<file path="src/rtl/ps2_key_scheduler.sv">
// PS/2 scan-code decoder feeding an event FIFO, drained in order into a CPU mailbox
// and, for make events (optionally breaks too), into a flow-controlled LCD write port.
module ps2_key_scheduler #(
    parameter int unsigned FIFO_DEPTH   = 8,
    parameter bit          BREAK_TO_LCD = 1'b0,
    parameter int unsigned CW           = $clog2(FIFO_DEPTH) + 1
) (
    input  logic          clock,
    input  logic          reset,
    input  logic          ps2_key_pressed,
    input  logic [7:0]    ps2_key_data,
    input  logic          lcd_busy,
    output logic          lcd_write_en,
    output logic [7:0]    lcd_write_data,
    input  logic          cpu_key_rd,
    output logic          cpu_key_valid,
    output logic [9:0]    cpu_key_data,
    output logic          cpu_key_lost,
    output logic [CW-1:0] fifo_count,
    output logic          fifo_overflow
);

    localparam int unsigned AW = $clog2(FIFO_DEPTH);

    typedef enum logic [1:0] {StIdle, StExt, StBrk, StExtBrk} dec_e;
    typedef enum logic [1:0] {DIdle, DLcd, DWait} disp_e;

    dec_e          dec_q, dec_d;
    disp_e         disp_q, disp_d;
    logic          emit;
    logic [9:0]    ev_data;
    logic [9:0]    mem_q [FIFO_DEPTH];
    logic [AW-1:0] wr_ptr_q, wr_ptr_d, rd_ptr_q, rd_ptr_d;
    logic [CW-1:0] count_q, count_d;
    logic          ovf_q, ovf_d;
    logic          full, pop, push_ok;
    logic [9:0]    head;
    logic          valid_q, valid_d, lost_q, lost_d;
    logic [9:0]    key_q, key_d;
    logic          lcd_we_q, lcd_we_d;
    logic [7:0]    lcd_data_q, lcd_data_d;

    always_comb begin
        dec_d   = dec_q;
        emit    = 1'b0;
        ev_data = {2'b00, ps2_key_data};
        if (ps2_key_pressed) begin
            // Overrun bytes resynchronise the decoder from any state.
            if (ps2_key_data == 8'h00 || ps2_key_data == 8'hFF) begin
                dec_d = StIdle;
            end else begin
                unique case (dec_q)
                    StIdle: begin
                        if (ps2_key_data == 8'hE0) dec_d = StExt;
                        else if (ps2_key_data == 8'hF0) dec_d = StBrk;
                        else if (ps2_key_data != 8'hAA && ps2_key_data != 8'hFA &&
                                 ps2_key_data != 8'hEE && ps2_key_data != 8'hFC) begin
                            emit = 1'b1;
                        end
                    end
                    StExt: begin
                        if (ps2_key_data == 8'hF0) dec_d = StExtBrk;
                        else if (ps2_key_data != 8'hE0) begin
                            emit    = 1'b1;
                            ev_data = {2'b10, ps2_key_data};
                            dec_d   = StIdle;
                        end
                    end
                    StBrk: begin
                        if (ps2_key_data == 8'hE0) dec_d = StExtBrk;
                        else if (ps2_key_data != 8'hF0) begin
                            emit    = 1'b1;
                            ev_data = {2'b01, ps2_key_data};
                            dec_d   = StIdle;
                        end
                    end
                    default: begin
                        if (ps2_key_data != 8'hE0 && ps2_key_data != 8'hF0) begin
                            emit    = 1'b1;
                            ev_data = {2'b11, ps2_key_data};
                            dec_d   = StIdle;
                        end
                    end
                endcase
            end
        end
    end

    assign head    = mem_q[rd_ptr_q];
    assign full    = (count_q == CW'(FIFO_DEPTH));
    assign pop     = (disp_q == DIdle) && (count_q != '0);
    assign push_ok = emit && (!full || pop);

    always_comb begin
        wr_ptr_d = push_ok ? wr_ptr_q + AW'(1) : wr_ptr_q;
        rd_ptr_d = pop ? rd_ptr_q + AW'(1) : rd_ptr_q;
        ovf_d    = ovf_q | (emit & full & ~pop);
        case ({push_ok, pop})
            2'b10:   count_d = count_q + CW'(1);
            2'b01:   count_d = count_q - CW'(1);
            default: count_d = count_q;
        endcase
    end

    always_comb begin
        disp_d     = disp_q;
        lcd_we_d   = 1'b0;
        lcd_data_d = lcd_data_q;
        valid_d    = valid_q;
        lost_d     = lost_q;
        key_d      = key_q;
        unique case (disp_q)
            DIdle: begin
                if (pop) begin
                    key_d   = head;
                    valid_d = 1'b1;
                    if (valid_q && !cpu_key_rd) lost_d = 1'b1;
                    if (!head[8] || BREAK_TO_LCD) disp_d = DLcd;
                end
            end
            DLcd: begin
                if (!lcd_busy) begin
                    lcd_we_d   = 1'b1;
                    lcd_data_d = key_q[7:0];
                    disp_d     = DWait;
                end
            end
            default: disp_d = DIdle;
        endcase
        if (!pop && cpu_key_rd && valid_q) begin
            valid_d = 1'b0;
            lost_d  = 1'b0;
        end
    end

    always_ff @(posedge clock) begin
        if (reset) begin
            dec_q      <= StIdle;
            disp_q     <= DIdle;
            wr_ptr_q   <= '0;
            rd_ptr_q   <= '0;
            count_q    <= '0;
            ovf_q      <= 1'b0;
            valid_q    <= 1'b0;
            lost_q     <= 1'b0;
            key_q      <= '0;
            lcd_we_q   <= 1'b0;
            lcd_data_q <= '0;
        end else begin
            dec_q      <= dec_d;
            disp_q     <= disp_d;
            wr_ptr_q   <= wr_ptr_d;
            rd_ptr_q   <= rd_ptr_d;
            count_q    <= count_d;
            ovf_q      <= ovf_d;
            valid_q    <= valid_d;
            lost_q     <= lost_d;
            key_q      <= key_d;
            lcd_we_q   <= lcd_we_d;
            lcd_data_q <= lcd_data_d;
        end
    end

    // Storage needs no reset: occupancy is tracked by the pointers and count.
    always_ff @(posedge clock) begin
        if (push_ok) mem_q[wr_ptr_q] <= ev_data;
    end

    assign lcd_write_en   = lcd_we_q;
    assign lcd_write_data = lcd_data_q;
    assign cpu_key_valid  = valid_q;
    assign cpu_key_data   = key_q;
    assign cpu_key_lost   = lost_q;
    assign fifo_count     = count_q;
    assign fifo_overflow  = ovf_q;

endmodule

</file>
<file path="config.mk">
export PLATFORM = sky130hd
export DESIGN_NAME = ps2_key_scheduler
export DESIGN_NICKNAME = d
export VERILOG_FILES = /design/src/rtl/ps2_key_scheduler.sv
export SDC_FILE = /design/constraint.sdc
export NUM_CORES = 1
export LEC_CHECK = 0
export ABC_CLOCK_PERIOD_IN_PS = 3200
export CORE_ASPECT_RATIO = 0.8
export CORE_MARGIN = 5
export CORE_UTILIZATION = 40
export DETAILED_ROUTE_END_ITERATION = 8
export PLACE_DENSITY = 0.67
export SLEW_MARGIN = 15
export SYNTH_ARGS = -nofsm -noshare
export SYNTH_HDL_FRONTEND = slang
export SYNTH_SLANG_ARGS = --single-unit
</file>
<file path="constraint.sdc">
create_clock -name clock -period 3.2 [get_ports clock]
set_clock_uncertainty 0.2 [all_clocks]
set_input_delay 0.96 -clock clock [delete_from_list [all_inputs] [get_ports clock]]
set_output_delay 0.96 -clock clock [all_outputs]
set_load 0.05 [all_outputs]
</file>
# Yosys cells after proc, flatten, opt, wreduce, memory -nomap -nowiden
# Memories as Yosys holds them, arrays and structs flattened. A register that Yosys moved wholly into a read port is not among the register bits.
# Index checks and enable logic that the tools add are counted.
[op_classes]
n_addsub = 4
muxes = 38
n_eq_ne = 21
n_reduce_logical = 27
n_bitwise = 6
[ops]
columns = ["op", "n"]
rows = [
  ["$mux 10", 5],
  ["$ne 8x8->1 const B", 6],
  ["$pmux 10 s3", 1],
  ["$eq 8x8->1 const B", 3],
  ["$mux 2", 11],
  ["$mux 9", 2],
  ["$mux 1", 13],
  ["$ne 4x4->1 const B", 3],
  ["$logic_and 1x1->1", 9],
  ["$logic_not 8->1", 1],
  ["$pmux 4 s2", 1],
  ["$add 3x1->3 const B", 2],
  ["$eq 2x1->1 const B", 3],
  ["$mux 3", 2],
  ["$ne 2x2->1 const B", 3],
  ["$pmux 2 s3", 1],
  ["$reduce_and 3->1", 2],
  ["$reduce_and 5->1", 1],
  ["$reduce_bool 5->1", 1],
  ["$add 4x1->4 const B", 1],
  ["$eq 2x2->1 const B", 2],
  ["$eq 4x4->1 const B", 1],
  ["$logic_not 2->1", 2],
  ["$pmux 2 s2", 1],
  ["11 further kinds", 19],
]
[word_totals]
word_cells = 108
in_bits = 13
mem_count = 1
ramBits = 80
reg_bits = 36
[mem_list]
columns = ["memory", "words", "width", "rd", "rd_clocked_by_memory_dff", "write_ports", "line_no", "text"]
rows = [
  ["mem_q", 8, 10, 1, 1, 1, "32", "logic [9:0] mem_q [FIFO_DEPTH];"],
]

# Longest topological paths before layout
[depth]
word_depth = 13
mapped_depth = 14
ltp_nobuf = 13

# Least setup slack after synthesis
# OpenSTA, ideal clock, no wires.
[synth_path]
path_kind = "input to register"
startpoint = "input ps2_key_data[2]"
endpoint = "memory mem_q[0][0], enable pin"
t_required_ps = 2596
setup_time_ps = 404
path_slack_ps = -295
cell_stages = 7
arrival_time_ps = 2891
path_cell_list = "and3_2 > a31oi_1 > or2_4 > and4_4 > buf_6 > inv_2 > nor4_1"
[synth_between]
elab_chain_len = 13
elab_cells_between_ends = 29
cone_classes = "eq/ne (9); mux (13); reduce/logical (7)"
[synth_lines]
columns = ["item", "line_no", "text"]
rows = [
  ["from (decl)", "11", "input logic [7:0] ps2_key_data,"],
  ["$ne 8x8->1", "56", "else if (ps2_key_data != 8'hAA && ps2_key_data != 8'hFA &&"],
  ["$logic_and 1x1->1 (2 in series)", "56", ""],
  ["$logic_and 1x1->1", "57", "ps2_key_data != 8'hEE && ps2_key_data != 8'hFC) begin"],
  ["$mux 1", "56", ""],
  ["$mux 1", "55", "else if (ps2_key_data == 8'hF0) dec_d = StBrk;"],
  ["$mux 1", "54", "if (ps2_key_data == 8'hE0) dec_d = StExt;"],
  ["$pmux 1 s3", "52", "unique case (dec_q)"],
  ["$mux 1 (*)", "49", "if (ps2_key_data == 8'h00 || ps2_key_data == 8'hFF) begin"],
  ["$mux 1 (*)", "47", "if (ps2_key_pressed) begin"],
  ["$logic_and 1x1->1 (*)", "92", "assign push_ok = emit && (!full || pop);"],
  ["$mux 1 (*)", "166", "if (push_ok) mem_q[wr_ptr_q] <= ev_data;"],
  ["$mux 1 (implied by the code) (*)", "166", ""],
  ["to (decl)", "32", ""],
]
# Every way passes the cells marked *; elsewhere a longest branch is shown, timed or not.

# Worst setup path after layout
[layout_path]
startpoint = "input ps2_key_data[4]"
endpoint = "register wr_ptr_q[2]"
[layout_between]
elab_chain_len = 11
elab_cells_between_ends = 27
cone_classes = "eq/ne (9); mux (11); reduce/logical (7)"
[layout_lines]
columns = ["item", "line_no", "text"]
rows = [
  ["$ne 8x8->1", "56", ""],
  ["$logic_and 1x1->1 (2 in series)", "56", ""],
  ["$logic_and 1x1->1", "57", ""],
  ["$mux 1", "56", ""],
  ["$mux 1", "55", ""],
  ["$mux 1", "54", ""],
  ["$pmux 1 s3", "52", ""],
  ["$mux 1 (*)", "49", ""],
  ["$mux 1 (*)", "47", ""],
  ["$logic_and 1x1->1 (*)", "92", ""],
  ["to (signal assigned)", "152", "wr_ptr_q <= wr_ptr_d;"],
  ["to (decl)", "33", "logic [AW-1:0] wr_ptr_q, wr_ptr_d, rd_ptr_q, rd_ptr_d;"],
]
# Marked as above.
# A chain may end at the register's enable or synchronous reset.

==> results_dict.tcl <==
set metrics [dict create \
    status "complete, no violations" \
    wl_um 10300 \
    grt.total_usage 0.149 \
    syn_area_um2 4880 \
    worstReg2RegStart "dec_q[0]$_SDFFE_PP0P_" \
    post_drt_wl_per_cell_um 17.9 \
    crit_type "input port to flop" \
    start_util 0.404 \
    die_area_um2 14500 \
    layout_common_cells "edfxtp_1 (80), buf_4 (47), dfxtp_1 (39), nor2_1 (33), clkdlybuf4s50_1 (30)" \
    cts_tree "yes" \
    finalNetCount 432 \
    clock_power_share 0.336 \
    end_kind "flop" \
    arrival_ns 3.28 \
    power.density_nw_per_um2 850 \
    startpoint_type "input port" \
    insertion_delay_ns 0.41 \
    setup_viol 0 \
    rsz0062_at_grt "true" \
    cts_max_level 4 \
    r2r_end "fifo_count[2]$_SDFFE_PP0P_" \
    fill_cells 950 \
    yosysWarnings 0 \
    syn_inst 321 \
    drtIter0Drc 175 \
    drt_pass1_iterations 4 \
    avgSynthCellArea_um2 15.2 \
    max_freq_ghz 0.318 \
    ys_ff_latch 119 \
    fin_crit_sh 0.983 \
    finalCriticalPeriod_ns 3.15 \
    antenna_found_initial 0 \
    die_y_um 109 \
    grt_overflow 0 \
    worst_slew_pin_slew_ns 0.739 \
    ys.flop_type "edfxtp_1" \
    r2r_cells 13 \
    fin_tns_setup_ns 0 \
    cts.sinks 119 \
    hp-class "flop to flop" \
    max_cap_viol_count 0 \
    relSlewSlack 0.494 \
    vias 2983 \
    power_switching_mw 1.74 \
    antennaDiodeCount 0 \
    worstHoldPathCells 2 \
    seq_area_frac_synth 0.653 \
    place.gp.congestion 0.784 \
    power_frac_seq 0.361 \
    power.leakage_nw 2.25 \
    regArea_um2 3180 \
    cts_made_buffers 17 \
    cts.clk_slew.worst_paths_ns 0.05 \
    ir_worst_vdd_mv 0.368 \
    final_layout_size_suffix_gt1_frac 0.317 \
    synth.distinct_cells 53 \
    ios 39 \
    combPwrFrac 0.302 \
    final_common_cell "edfxtp_1" \
    vias_per_cell 5.19 \
    r2r_slack_ns 0.14 \
    cts_buffer_depth 2 \
    multi_input_area_um2 1690 \
    p_sw_frac 0.317 \
    min_from "fifo_overflow$_SDFF_PP0_" \
    async_flop_share 0 \
    fin_util 0.535 \
    required_ns 3.34 \
    holdWs_ns 0.284 \
    worstHoldEndpoint "fifo_overflow$_SDFF_PP0_" \
    grt_max_degree 41 \
    core_region_area_um2 12100 \
    syn_nets 343 \
    hpwl_um 6510 \
    port_buffers 38 \
    synth-edff-count 80 \
    hold_violations 0 \
    crit_fanout 6 \
    maxSlewViolCount 0 \
    root_buffer "clkbuf_16" \
    internal_power_mw 3.75 \
    area_growth_syn_to_layout_pct 32.3 \
    grt_pass1_wl_um 16000 \
    antenna_left 0 \
    grt_pass1_vias 2972 \
    die_x_um 133 \
    drc 0 \
    core.rowCount 36 \
]
worst max-delay path: stages:
cell and delay, ns:
clkdlybuf4s15_2 0.28, nor4_4 0.28, a21oi_2 0.09, buf_4 0.14, buf_4 0.13, buf_4 0.12, buf_4 0.12, buf_4 0.11
buf_4 0.12, buf_4 0.13, buf_4 0.12, buf_4 0.12, o2111a_1 0.24, a21o_2 0.21, a21oi_1 0.11
repair_timing:
item                       CTS  global route
setup endpoints to repair   12             3
pin swaps                    9             8
buffers inserted            11             2
hold buffers                 0             0
gates cloned                 0             0
resized for setup           27            22
cells in the mapped netlist, types with 6 or more instances:
cell	instances	share of area
mux4_2	20	0.092
nand2b_1	8	0.010
nand2_1	6	0.0046
nor2_1	33	0.025
mux2i_1	22	0.045
dfxtp_1	39	0.16
a211oi_1	11	0.017
edfxtp_1	80	0.49
nor4_1	6	0.0077
a21oi_1	10	0.010
inv_1	9	0.0069
ha_1	9	0.023
how the worst max path moves through the flow:
stage | start | endpoint | cells past startpoint
2_1_floorplan | ps2_key_data[4] | mem_q[0][0]$_DFFE_PP_ | 8
3_3_place_gp | ps2_key_data[5] | fifo_count[2]$_SDFFE_PP0P_ | 13
3_5_place_dp | ps2_key_data[0] | fifo_count[2]$_SDFFE_PP0P_ | 14
4_1_cts | ps2_key_data[3] | fifo_count[2]$_SDFFE_PP0P_ | 13
5_1_grt | ps2_key_data[0] | fifo_count[2]$_SDFFE_PP0P_ | 13
6_report | ps2_key_data[4] | wr_ptr_q[2]$_SDFFE_PP0P_ | 15
final cells by class:
cell class / instances / area share
flip-flops and latches: 119 / 0.493
multi-input cells: 176 / 0.262
repair buffers: 86 / 0.117
clock buffers: 26 / 0.0822
well taps: 152 / 0.0295
clock inverters: 6 / 0.00930
inverters: 10 / 0.00659
layer usage:
metal | up-vias | GRT usage | wire length, µm
met5 | - | 0 | 0
met2 | 98 | 0.226 | 4670
li1 | 1420 | - | -
met4 | 0 | 0.0521 | 144
met1 | 1453 | 0.199 | 4810
met3 | 12 | 0.0530 | 652
sequential cells by signal (all words and copies together) (netlist names), named ones only:
signal          count
dec_q               2
fifo_overflow       1
disp_q              2
cpu_key_lost        1
rd_ptr_q            3
lcd_write_data      8
wr_ptr_q            3
lcd_write_en        1
cpu_key_valid       1
cpu_key_data       10
mem_q              80
fifo_count          4
cells by family (layout without fill, tap and decap cells):
family,count (synthesis),count (layout),synth area share
xor+xnor,7,7,0.0126
flops,119,119,0.653
compound gates,39,39,0.0580
mux,43,43,0.141
fa+ha+maj,9,9,0.0231
buf+inv,26,128,0.0249
simple gates,78,78,0.0883
through the flow:
stage	cells	cell area, µm²	power, mW	worst slack [ns]
after CTS	574	6440	5.52	0.00914
after detailed placement	531	5720	3.66	-0.787
after global placement	531	5720	3.62	-0.683
after floorplan	321	4900	3.14	-0.278
after global routing	575	6450	5.78	-0.0479
final	575	6450	5.49	0.0549
power groups by stage:
| stage | logic [mW] | clock network [mW] | registers [mW] |
|---|---|---|---|
| 6_report | 1.66 | 1.84 | 1.98 |
| 3_3_place_gp | 1.62 | 0 | 2.00 |
| 4_1_cts | 1.66 | 1.87 | 1.98 |
| 5_1_grt | 1.80 | 1.96 | 2.01 |
| 3_5_place_dp | 1.64 | 0 | 2.01 |
| 2_1_floorplan | 0.842 | 0 | 2.30 |
No activity file was read; power rests on OpenSTA's default activity.
